==> config.mk <==
export PLATFORM = sky130hd
export DESIGN_NAME = axi4_lite_master_flat
export DESIGN_NICKNAME = d
export VERILOG_FILES = /design/src/rtl/axi4_lite_master_if.sv /design/src/rtl/axi4_lite_master.sv /design/src/flat_wrapper.sv
export SDC_FILE = /design/constraint.sdc
export NUM_CORES = 1
export LEC_CHECK = 0
export ABC_AREA = 1
export CORE_MARGIN = 2
export CORE_UTILIZATION = 37
export CTS_CLUSTER_SIZE = 28
export DETAILED_ROUTE_END_ITERATION = 16
export PLACE_DENSITY = 0.88
export SETUP_SLACK_MARGIN = 0.4
export SLEW_MARGIN = 0
export SYNTH_ARGS = -nofsm -noshare
export SYNTH_HDL_FRONTEND = slang
export SYNTH_SLANG_ARGS = --single-unit
==> constraint.sdc <==
create_clock -name ACLK -period 4.5 [get_ports ACLK]
set_input_delay 0.45 -clock ACLK [delete_from_list [all_inputs] [get_ports ACLK]]
set_output_delay 0.45 -clock ACLK [all_outputs]
set_load 0.05 [all_outputs]
==> src/rtl/axi4_lite_master_if.sv <==
// ---------------------------------------------------------------------------
// axi4_lite_master_if
//
// Purpose:
//   AXI4-Lite bus bundle between the axi4_lite_master initiator and a
//   peripheral slave. It has the five AXI4-Lite channels and no clock or
//   reset. Clock and reset stay plain ports on the modules.
//
// Parameters:
//   ADDR_WIDTH  width of AWADDR / ARADDR
//   DATA_WIDTH  width of WDATA / RDATA; the strobe width is DATA_WIDTH/8
//
// Signals (named from the master's point of view):
//   write address : awaddr, awprot, awvalid (M->S), awready (S->M)
//   write data    : wdata, wstrb, wvalid (M->S), wready (S->M)
//   write response: bresp, bvalid (S->M), bready (M->S)
//   read address  : araddr, arprot, arvalid (M->S), arready (S->M)
//   read data     : rdata, rresp, rvalid (S->M), rready (M->S)
//
// Modports:
//   master  used by the initiator
//   slave   used by a peripheral or a bench-side slave model
// ---------------------------------------------------------------------------
interface axi4_lite_master_if #(
    parameter int ADDR_WIDTH = 32,
    parameter int DATA_WIDTH = 32
);
    localparam int STRB_WIDTH = DATA_WIDTH / 8;

    // Write address channel
    logic [ADDR_WIDTH-1:0] awaddr;
    logic [2:0]            awprot;
    logic                  awvalid;
    logic                  awready;

    // Write data channel
    logic [DATA_WIDTH-1:0] wdata;
    logic [STRB_WIDTH-1:0] wstrb;
    logic                  wvalid;
    logic                  wready;

    // Write response channel
    logic [1:0]            bresp;
    logic                  bvalid;
    logic                  bready;

    // Read address channel
    logic [ADDR_WIDTH-1:0] araddr;
    logic [2:0]            arprot;
    logic                  arvalid;
    logic                  arready;

    // Read data channel
    logic [DATA_WIDTH-1:0] rdata;
    logic [1:0]            rresp;
    logic                  rvalid;
    logic                  rready;

    modport master (
        output awaddr, awprot, awvalid,
        input  awready,
        output wdata, wstrb, wvalid,
        input  wready,
        input  bresp, bvalid,
        output bready,
        output araddr, arprot, arvalid,
        input  arready,
        input  rdata, rresp, rvalid,
        output rready
    );

    modport slave (
        input  awaddr, awprot, awvalid,
        output awready,
        input  wdata, wstrb, wvalid,
        output wready,
        output bresp, bvalid,
        input  bready,
        input  araddr, arprot, arvalid,
        output arready,
        output rdata, rresp, rvalid,
        input  rready
    );
endinterface

==> src/rtl/axi4_lite_master.sv <==
// ---------------------------------------------------------------------------
// axi4_lite_master
//
// Purpose:
//   AXI4-Lite initiator. It turns a simple command/response port that
//   handles one transaction at a time into protocol-correct AXI4-Lite
//   transactions. Only one transaction is outstanding at any time. On a
//   write, the AW and W channels handshake independently of each other.
//   The command port can be driven by a CPU-less sequencer, a bring-up
//   controller or a loopback harness.
//
// Parameters:
//   ADDR_WIDTH  address width of the command port and the AXI address channels
//   DATA_WIDTH  data width; the strobe width is DATA_WIDTH/8
//
// Ports:
//   ACLK       clock; everything samples on the rising edge
//   ARESET     asynchronous reset, active high
//   cmd_valid  command present
//   cmd_ready  command accepted when high together with cmd_valid
//   cmd_write  1 = write, 0 = read
//   cmd_addr   byte address
//   cmd_wdata  write data (ignored for reads)
//   cmd_wstrb  write strobes (ignored for reads)
//   cmd_prot   protection bits (used only when AXIL_MST_PROT_EN is defined)
//   rsp_valid  response available
//   rsp_ready  response consumed when high together with rsp_valid
//   rsp_write  the response belongs to a write
//   rsp_rdata  read data; 0 for writes
//   rsp_resp   BRESP or RRESP, passed through unmodified
//   m_axi      AXI4-Lite bus, master modport
//
// Configuration macro:
//   AXIL_MST_PROT_EN  when defined, AWPROT/ARPROT carry the registered
//                     cmd_prot. When undefined, both are 3'b000 and cmd_prot
//                     is ignored. The port list is the same in both builds.
//
// Every output comes straight from a flop.
// ---------------------------------------------------------------------------
module axi4_lite_master #(
    parameter  int ADDR_WIDTH = 32,
    parameter  int DATA_WIDTH = 32,
    localparam int STRB_WIDTH = DATA_WIDTH / 8
) (
    input  logic                  ACLK,
    input  logic                  ARESET,

    // Command port
    input  logic                  cmd_valid,
    output logic                  cmd_ready,
    input  logic                  cmd_write,
    input  logic [ADDR_WIDTH-1:0] cmd_addr,
    input  logic [DATA_WIDTH-1:0] cmd_wdata,
    input  logic [STRB_WIDTH-1:0] cmd_wstrb,
    input  logic [2:0]            cmd_prot,

    // Response port
    output logic                  rsp_valid,
    input  logic                  rsp_ready,
    output logic                  rsp_write,
    output logic [DATA_WIDTH-1:0] rsp_rdata,
    output logic [1:0]            rsp_resp,

    // AXI4-Lite bus
    axi4_lite_master_if.master    m_axi
);

    typedef enum logic [2:0] {
        IDLE,
        WR_REQ,
        WR_RESP,
        RD_REQ,
        RD_DATA,
        RSP
    } state_t;

    state_t                state_q, state_d;

    // Handshake flags driven onto the bus and the command port
    logic                  cmd_ready_q, cmd_ready_d;
    logic                  awvalid_q,   awvalid_d;
    logic                  wvalid_q,    wvalid_d;
    logic                  bready_q,    bready_d;
    logic                  arvalid_q,   arvalid_d;
    logic                  rready_q,    rready_d;
    logic                  rsp_valid_q, rsp_valid_d;

    // Completion tracking for the independent AW and W channels
    logic                  aw_done_q,   aw_done_d;
    logic                  w_done_q,    w_done_d;

    // Command register. It supplies the AXI address, data and strobe outputs.
    logic [ADDR_WIDTH-1:0] addr_q,      addr_d;
    logic [DATA_WIDTH-1:0] wdata_q,     wdata_d;
    logic [STRB_WIDTH-1:0] wstrb_q,     wstrb_d;
`ifdef AXIL_MST_PROT_EN
    logic [2:0]            prot_q,      prot_d;
`endif

    // Response register
    logic                  rsp_write_q, rsp_write_d;
    logic [DATA_WIDTH-1:0] rsp_rdata_q, rsp_rdata_d;
    logic [1:0]            rsp_resp_q,  rsp_resp_d;

    // A transfer completes only when our registered VALID/READY meets the
    // slave's side. Any slave activity on a channel we are not driving is
    // therefore ignored.
    logic cmd_hs;
    logic aw_hs;
    logic w_hs;
    logic b_hs;
    logic ar_hs;
    logic r_hs;
    logic rsp_hs;

    assign cmd_hs = cmd_valid   & cmd_ready_q;
    assign aw_hs  = awvalid_q   & m_axi.awready;
    assign w_hs   = wvalid_q    & m_axi.wready;
    assign b_hs   = bready_q    & m_axi.bvalid;
    assign ar_hs  = arvalid_q   & m_axi.arready;
    assign r_hs   = rready_q    & m_axi.rvalid;
    assign rsp_hs = rsp_valid_q & rsp_ready;

    // -----------------------------------------------------------------------
    // Next-state and next-output logic
    // -----------------------------------------------------------------------
    always_comb begin
        // NOTE: every _d gets a hold default before the case statement. No
        // path can leave a variable unassigned, so no latch is inferred.
        state_d     = state_q;
        cmd_ready_d = cmd_ready_q;
        awvalid_d   = awvalid_q;
        wvalid_d    = wvalid_q;
        bready_d    = bready_q;
        arvalid_d   = arvalid_q;
        rready_d    = rready_q;
        rsp_valid_d = rsp_valid_q;
        aw_done_d   = aw_done_q;
        w_done_d    = w_done_q;
        addr_d      = addr_q;
        wdata_d     = wdata_q;
        wstrb_d     = wstrb_q;
`ifdef AXIL_MST_PROT_EN
        prot_d      = prot_q;
`endif
        rsp_write_d = rsp_write_q;
        rsp_rdata_d = rsp_rdata_q;
        rsp_resp_d  = rsp_resp_q;

        case (state_q)
            IDLE: begin
                // cmd_ready is 0 out of reset. It rises on the first edge
                // after reset and then stays high until a command is taken.
                cmd_ready_d = 1'b1;
                if (cmd_hs) begin
                    cmd_ready_d = 1'b0;
                    addr_d      = cmd_addr;
                    wdata_d     = cmd_wdata;
                    wstrb_d     = cmd_wstrb;
`ifdef AXIL_MST_PROT_EN
                    prot_d      = cmd_prot;
`endif
                    aw_done_d   = 1'b0;
                    w_done_d    = 1'b0;
                    if (cmd_write) begin
                        state_d   = WR_REQ;
                        awvalid_d = 1'b1;
                        wvalid_d  = 1'b1;
                    end else begin
                        state_d   = RD_REQ;
                        arvalid_d = 1'b1;
                    end
                end
            end

            WR_REQ: begin
                // Each VALID drops right after its own handshake. The phase
                // ends once both channels are done, in either order or in
                // the same cycle.
                if (aw_hs) begin
                    awvalid_d = 1'b0;
                    aw_done_d = 1'b1;
                end
                if (w_hs) begin
                    wvalid_d = 1'b0;
                    w_done_d = 1'b1;
                end
                if (aw_done_d && w_done_d) begin
                    state_d  = WR_RESP;
                    bready_d = 1'b1;
                end
            end

            WR_RESP: begin
                if (b_hs) begin
                    bready_d    = 1'b0;
                    rsp_valid_d = 1'b1;
                    rsp_write_d = 1'b1;
                    rsp_rdata_d = '0;
                    rsp_resp_d  = m_axi.bresp;
                    state_d     = RSP;
                end
            end

            RD_REQ: begin
                if (ar_hs) begin
                    arvalid_d = 1'b0;
                    rready_d  = 1'b1;
                    state_d   = RD_DATA;
                end
            end

            RD_DATA: begin
                if (r_hs) begin
                    rready_d    = 1'b0;
                    rsp_valid_d = 1'b1;
                    rsp_write_d = 1'b0;
                    rsp_rdata_d = m_axi.rdata;
                    rsp_resp_d  = m_axi.rresp;
                    state_d     = RSP;
                end
            end

            RSP: begin
                // The payload holds until it is consumed. No new command is
                // accepted before then.
                if (rsp_hs) begin
                    rsp_valid_d = 1'b0;
                    cmd_ready_d = 1'b1;
                    state_d     = IDLE;
                end
            end

            default: begin
                state_d = IDLE;
            end
        endcase
    end

    // -----------------------------------------------------------------------
    // State and output registers
    // -----------------------------------------------------------------------
    always_ff @(posedge ACLK or posedge ARESET) begin
        if (ARESET) begin
            state_q     <= IDLE;
            cmd_ready_q <= 1'b0;
            awvalid_q   <= 1'b0;
            wvalid_q    <= 1'b0;
            bready_q    <= 1'b0;
            arvalid_q   <= 1'b0;
            rready_q    <= 1'b0;
            rsp_valid_q <= 1'b0;
            aw_done_q   <= 1'b0;
            w_done_q    <= 1'b0;
            addr_q      <= '0;
            wdata_q     <= '0;
            wstrb_q     <= '0;
`ifdef AXIL_MST_PROT_EN
            prot_q      <= '0;
`endif
            rsp_write_q <= 1'b0;
            rsp_rdata_q <= '0;
            rsp_resp_q  <= '0;
        end else begin
            // NOTE: sequential state uses non-blocking assignments. Every
            // flop then samples the pre-edge values, whatever order these
            // lines are in.
            state_q     <= state_d;
            cmd_ready_q <= cmd_ready_d;
            awvalid_q   <= awvalid_d;
            wvalid_q    <= wvalid_d;
            bready_q    <= bready_d;
            arvalid_q   <= arvalid_d;
            rready_q    <= rready_d;
            rsp_valid_q <= rsp_valid_d;
            aw_done_q   <= aw_done_d;
            w_done_q    <= w_done_d;
            addr_q      <= addr_d;
            wdata_q     <= wdata_d;
            wstrb_q     <= wstrb_d;
`ifdef AXIL_MST_PROT_EN
            prot_q      <= prot_d;
`endif
            rsp_write_q <= rsp_write_d;
            rsp_rdata_q <= rsp_rdata_d;
            rsp_resp_q  <= rsp_resp_d;
        end
    end

    // -----------------------------------------------------------------------
    // Outputs, all taken directly from registers
    // -----------------------------------------------------------------------
    assign cmd_ready     = cmd_ready_q;
    assign rsp_valid     = rsp_valid_q;
    assign rsp_write     = rsp_write_q;
    assign rsp_rdata     = rsp_rdata_q;
    assign rsp_resp      = rsp_resp_q;

    // The address register feeds both address channels. Only one of them
    // is ever valid at a time.
    assign m_axi.awaddr  = addr_q;
    assign m_axi.awvalid = awvalid_q;
    assign m_axi.wdata   = wdata_q;
    assign m_axi.wstrb   = wstrb_q;
    assign m_axi.wvalid  = wvalid_q;
    assign m_axi.bready  = bready_q;
    assign m_axi.araddr  = addr_q;
    assign m_axi.arvalid = arvalid_q;
    assign m_axi.rready  = rready_q;

`ifdef AXIL_MST_PROT_EN
    assign m_axi.awprot  = prot_q;
    assign m_axi.arprot  = prot_q;
`else
    assign m_axi.awprot  = 3'b000;
    assign m_axi.arprot  = 3'b000;

    // cmd_prot stays on the port so both builds share one port list.
    // This build deliberately does not use it.
    logic unused_cmd_prot;
    assign unused_cmd_prot = ^cmd_prot;
`endif

endmodule

==> src/flat_wrapper.sv <==
// flat-port wrapper written by rule: the top's interface ports become plain ports
module axi4_lite_master_flat 
#(
    parameter  int ADDR_WIDTH = 32,
    parameter  int DATA_WIDTH = 32,
    localparam int STRB_WIDTH = DATA_WIDTH / 8
)
  (ACLK, ARESET, cmd_valid, cmd_ready, cmd_write, cmd_addr, cmd_wdata, cmd_wstrb, cmd_prot, rsp_valid, rsp_ready, rsp_write, rsp_rdata, rsp_resp, m_axi_awaddr, m_axi_awprot, m_axi_awvalid, m_axi_awready, m_axi_wdata, m_axi_wstrb, m_axi_wvalid, m_axi_wready, m_axi_bresp, m_axi_bvalid, m_axi_bready, m_axi_araddr, m_axi_arprot, m_axi_arvalid, m_axi_arready, m_axi_rdata, m_axi_rresp, m_axi_rvalid, m_axi_rready);
  axi4_lite_master_if #(.ADDR_WIDTH(ADDR_WIDTH), .DATA_WIDTH(DATA_WIDTH)) m_axi_i ();
  input  logic ACLK;
  input  logic ARESET;
  input  logic cmd_valid;
  output logic cmd_ready;
  input  logic cmd_write;
  input  logic [ADDR_WIDTH-1:0] cmd_addr;
  input  logic [DATA_WIDTH-1:0] cmd_wdata;
  input  logic [STRB_WIDTH-1:0] cmd_wstrb;
  input  logic [2:0] cmd_prot;
  output logic rsp_valid;
  input  logic rsp_ready;
  output logic rsp_write;
  output logic [DATA_WIDTH-1:0] rsp_rdata;
  output logic [1:0] rsp_resp;
  output wire logic [$bits(m_axi_i.awaddr)-1:0] m_axi_awaddr;
  output wire logic [$bits(m_axi_i.awprot)-1:0] m_axi_awprot;
  output wire logic [$bits(m_axi_i.awvalid)-1:0] m_axi_awvalid;
  input wire logic [$bits(m_axi_i.awready)-1:0] m_axi_awready;
  output wire logic [$bits(m_axi_i.wdata)-1:0] m_axi_wdata;
  output wire logic [$bits(m_axi_i.wstrb)-1:0] m_axi_wstrb;
  output wire logic [$bits(m_axi_i.wvalid)-1:0] m_axi_wvalid;
  input wire logic [$bits(m_axi_i.wready)-1:0] m_axi_wready;
  input wire logic [$bits(m_axi_i.bresp)-1:0] m_axi_bresp;
  input wire logic [$bits(m_axi_i.bvalid)-1:0] m_axi_bvalid;
  output wire logic [$bits(m_axi_i.bready)-1:0] m_axi_bready;
  output wire logic [$bits(m_axi_i.araddr)-1:0] m_axi_araddr;
  output wire logic [$bits(m_axi_i.arprot)-1:0] m_axi_arprot;
  output wire logic [$bits(m_axi_i.arvalid)-1:0] m_axi_arvalid;
  input wire logic [$bits(m_axi_i.arready)-1:0] m_axi_arready;
  input wire logic [$bits(m_axi_i.rdata)-1:0] m_axi_rdata;
  input wire logic [$bits(m_axi_i.rresp)-1:0] m_axi_rresp;
  input wire logic [$bits(m_axi_i.rvalid)-1:0] m_axi_rvalid;
  output wire logic [$bits(m_axi_i.rready)-1:0] m_axi_rready;
  assign m_axi_awaddr = m_axi_i.awaddr;
  assign m_axi_awprot = m_axi_i.awprot;
  assign m_axi_awvalid = m_axi_i.awvalid;
  assign m_axi_i.awready = m_axi_awready;
  assign m_axi_wdata = m_axi_i.wdata;
  assign m_axi_wstrb = m_axi_i.wstrb;
  assign m_axi_wvalid = m_axi_i.wvalid;
  assign m_axi_i.wready = m_axi_wready;
  assign m_axi_i.bresp = m_axi_bresp;
  assign m_axi_i.bvalid = m_axi_bvalid;
  assign m_axi_bready = m_axi_i.bready;
  assign m_axi_araddr = m_axi_i.araddr;
  assign m_axi_arprot = m_axi_i.arprot;
  assign m_axi_arvalid = m_axi_i.arvalid;
  assign m_axi_i.arready = m_axi_arready;
  assign m_axi_i.rdata = m_axi_rdata;
  assign m_axi_i.rresp = m_axi_rresp;
  assign m_axi_i.rvalid = m_axi_rvalid;
  assign m_axi_rready = m_axi_i.rready;
  axi4_lite_master #(.ADDR_WIDTH(ADDR_WIDTH), .DATA_WIDTH(DATA_WIDTH)) u_core (.ACLK(ACLK), .ARESET(ARESET), .cmd_valid(cmd_valid), .cmd_ready(cmd_ready), .cmd_write(cmd_write), .cmd_addr(cmd_addr), .cmd_wdata(cmd_wdata), .cmd_wstrb(cmd_wstrb), .cmd_prot(cmd_prot), .rsp_valid(rsp_valid), .rsp_ready(rsp_ready), .rsp_write(rsp_write), .rsp_rdata(rsp_rdata), .rsp_resp(rsp_resp), .m_axi(m_axi_i));
endmodule
==> run_results.csv <==
group,metric,value,unit
cts,cts_setup_buffers,0,
cts,ctsRootBufferMaster,"clkbuf_16",
pwr,p_per_area,906,nW/µm²
logic_synthesis,syn_inst,576,
global_route,grt_overflow,0,
route,drt-initial-drc-count,294,
route,ant_nets,0,
timing,clock_skew,6.26,ps
logic_synthesis,yosys_warnings,0,
die,start_util,0.376,
pwr,pwr-share-seq,0.248,
timing,setup_viol,0,
timing,layout_min_cycle_time,2220,ps
route,viasPerCell,4.57,
timing,tightest_slew,1000,ps
timing,finalHoldViolCount,0,
logic_synthesis,ys_seq_elements,115,
timing,slew-limit-headroom,0.331,
pwr,p_leak,3.89,nW
worst_setup_path,critPathKind,"register to register",
worst_setup_path,cp.arrival,2550,ps
pwr,swShare,0.489,
global_route,antenna_found_initial,0,
cells_and_area,n_antenna_cell,0,
timing,fin_crit_sh,0.494,
placement,portBuffers,255,
timing,rsz0062_at_grt,"false",
global_route,grtUsageTotal,0.192,
route,wl,13.4,mm
logic_synthesis,syn_area,4910,µm²
status,status,"completed",
cts,cts.reportedPaths.clkPinSlew,50,ps
placement,dp_hpwl,9.41,mm
die,die_y,119,µm
cells_and_area,fin_nets,913,
route,routedWlPerCell,13.6,µm
pwr,p_sw,3.51,mW
worst_setup_path,required,4830,ps
cells_and_area,final_layout_size_suffix_gt1_frac,0.0547,
cts,cts_sinks,115,
cells_and_area,syn_to_final_growth,61.4,%
route,firstDrtPassIters,4,
pwr,p_total,7.19,mW
pwr,ir_worst_vdd,0.392,mV
cells_and_area,fillers,1103,
worst_setup_path,cp_max_fo,37,
hold_path,hold_class,"register to register",
pwr,clockPowerShare,0.188,
die,pin_count,265,
cts,numCtsBuffers,17,
die,dieArea,14200,µm²
worst_setup_path,start_kind,"register",
logic_synthesis,ys_seq_area_frac,0.586,
timing,final_max_slew_viol_count,0,
timing,fmax,450,MHz
pwr,power_frac_comb,0.564,
die,core_area,13100,µm²
global_route,grt_pass1_wl,21.7,mm
cts,cts_buffer_depth,2,
timing,finalHoldWorstSlack,476,ps
worst_setup_path,end_kind,"register",
timing,setup_tns,0,ps
die,fp-row-count,42,
logic_synthesis,syn_avg_cell_area,8.53,µm²
global_route,grt_max_degree,76,
cts,ctsHoldBuffers,0,
cts,cts_tree,"yes",
cts,cts.repair.resized,0,
logic_synthesis,synth.distinct_cells,22,
cts,clk_latency,400,ps
placement,globalplace.congestion,0.848,
global_route,first_global_vias,4387,
cts,h-tree-depth,4,
run,drv_cap,0,
route,drc,0,
die,die_x,119,µm
route,vias,4479,
pwr,intPower,3.68,mW
registers in the layout, summed over array words and instances (netlist names), 2 cells and up:
name	cells
u_core.rsp_rdata	32
u_core.m_axi.araddr	32
u_core.m_axi.wstrb	4
u_core.rsp_resp	2
u_core.state_q	3
u_core.m_axi.wdata	32
cells by family (layout without fill, tap and decap cells):
kind of cell | Yosys count | in the layout | share of synthesized area
AND/OR/NAND/NOR | 376 | 376 | 0.310
flip-flops | 115 | 115 | 0.586
buffers and inverters | 75 | 299 | 0.0929
AO/OA/AOI/OAI | 9 | 9 | 0.0107
other | 1 | 6 | 0.000763
placed cells by master, fill, tap and decap left out, types with 4 or more instances in the layout:
cell,Yosys,routed
inv_2,4,4
conb_1,1,6
clkdlybuf4s50_1,0,255
dfrtp_1,115,115
a21oi_1,4,4
clkbuf_8,0,5
inv_1,8,7
nor2_1,4,4
buf_4,41,4
nand3_1,45,45
clkbuf_16,0,17
nand2_1,318,318
critical path, cell delays in order (launching register included):
cell     delay [ps]
dfrtp_1         480
nor2_4          240
nand2_2         130
inv_2           110
nand3_4         360
inv_2           580
nand2_1         120
nand2_1         110
synthesized netlist by cell type (all sizes together):
cell type / n / share of area
nand2: 319 / 0.24
dfrtp: 115 / 0.59
buf: 58 / 0.080
nand3: 47 / 0.051
inv: 12 / 0.0092
nor2: 6 / 0.0066
clkbuf: 5 / 0.0038
a21oi: 4 / 0.0041
nand4: 3 / 0.0064
o211ai: 2 / 0.0031
o21ai: 2 / 0.0020
conb: 1 / 0.00076
o21a: 1 / 0.0015
or2: 1 / 0.0013
worst paths after layout:
path / startpoint / to / slack (ps) / cells past startpoint
min in group asynchronous: ARESET / u_core.m_axi.wdata[25] / 600 / 2
setup / recovery: u_core.state_q[0] / u_core.rsp_rdata[2] / 2280 / 7
hold reg to reg: u_core.m_axi.wdata[31] / u_core.m_axi.wdata[31] / 480 / 2
setup reg to reg: u_core.state_q[0] / u_core.rsp_rdata[2] / 2280 / 7
hold / removal: u_core.m_axi.wdata[31] / u_core.m_axi.wdata[31] / 480 / 2
max in group asynchronous: ARESET / u_core.m_axi.araddr[15] / 3010 / 3
metrics by stage:
stage	util	std cells	setup WS (ps)	cell area, µm²
after global routing	0.606	981	2020	7930
after floorplan	-	581	1010	4930
after CTS	0.606	981	2270	7930
after global placement	0.561	953	2000	7330
after detailed placement	0.561	953	2060	7330
final	0.606	981	2280	7930
power by group through the flow:
stage	registers (mW)	clock network [mW]	logic [mW]
2_1_floorplan	3.16	0	1.48
3_3_place_gp	1.77	0	4.02
3_5_place_dp	1.79	0	4.08
4_1_cts	1.78	1.38	4.09
5_1_grt	1.84	1.43	4.30
6_report	1.78	1.35	4.06
routing by layer:
layer	share of wire	wire length [µm]	vias to the layer above	GRT usage
li1	-	-	2176	-
met2	0.51	6800	179	0.324
met1	0.41	5520	2105	0.235
met5	0	0	-	0
met4	0.019	258	0	0.0737
met3	0.058	774	19	0.0479
cell type report:
cell class / instances / area (µm²) / area share
repair buffers: 259 / 2580 / 0.326
clock buffers: 23 / 498 / 0.0628
multi-input cells: 391 / 1610 / 0.203
inverters: 12 / 47.5 / 0.00599
clock inverters: 5 / 100 / 0.0126
well taps: 176 / 220 / 0.0278
flip-flops and latches: 115 / 2880 / 0.363
(Power assumes the default switching activity.)
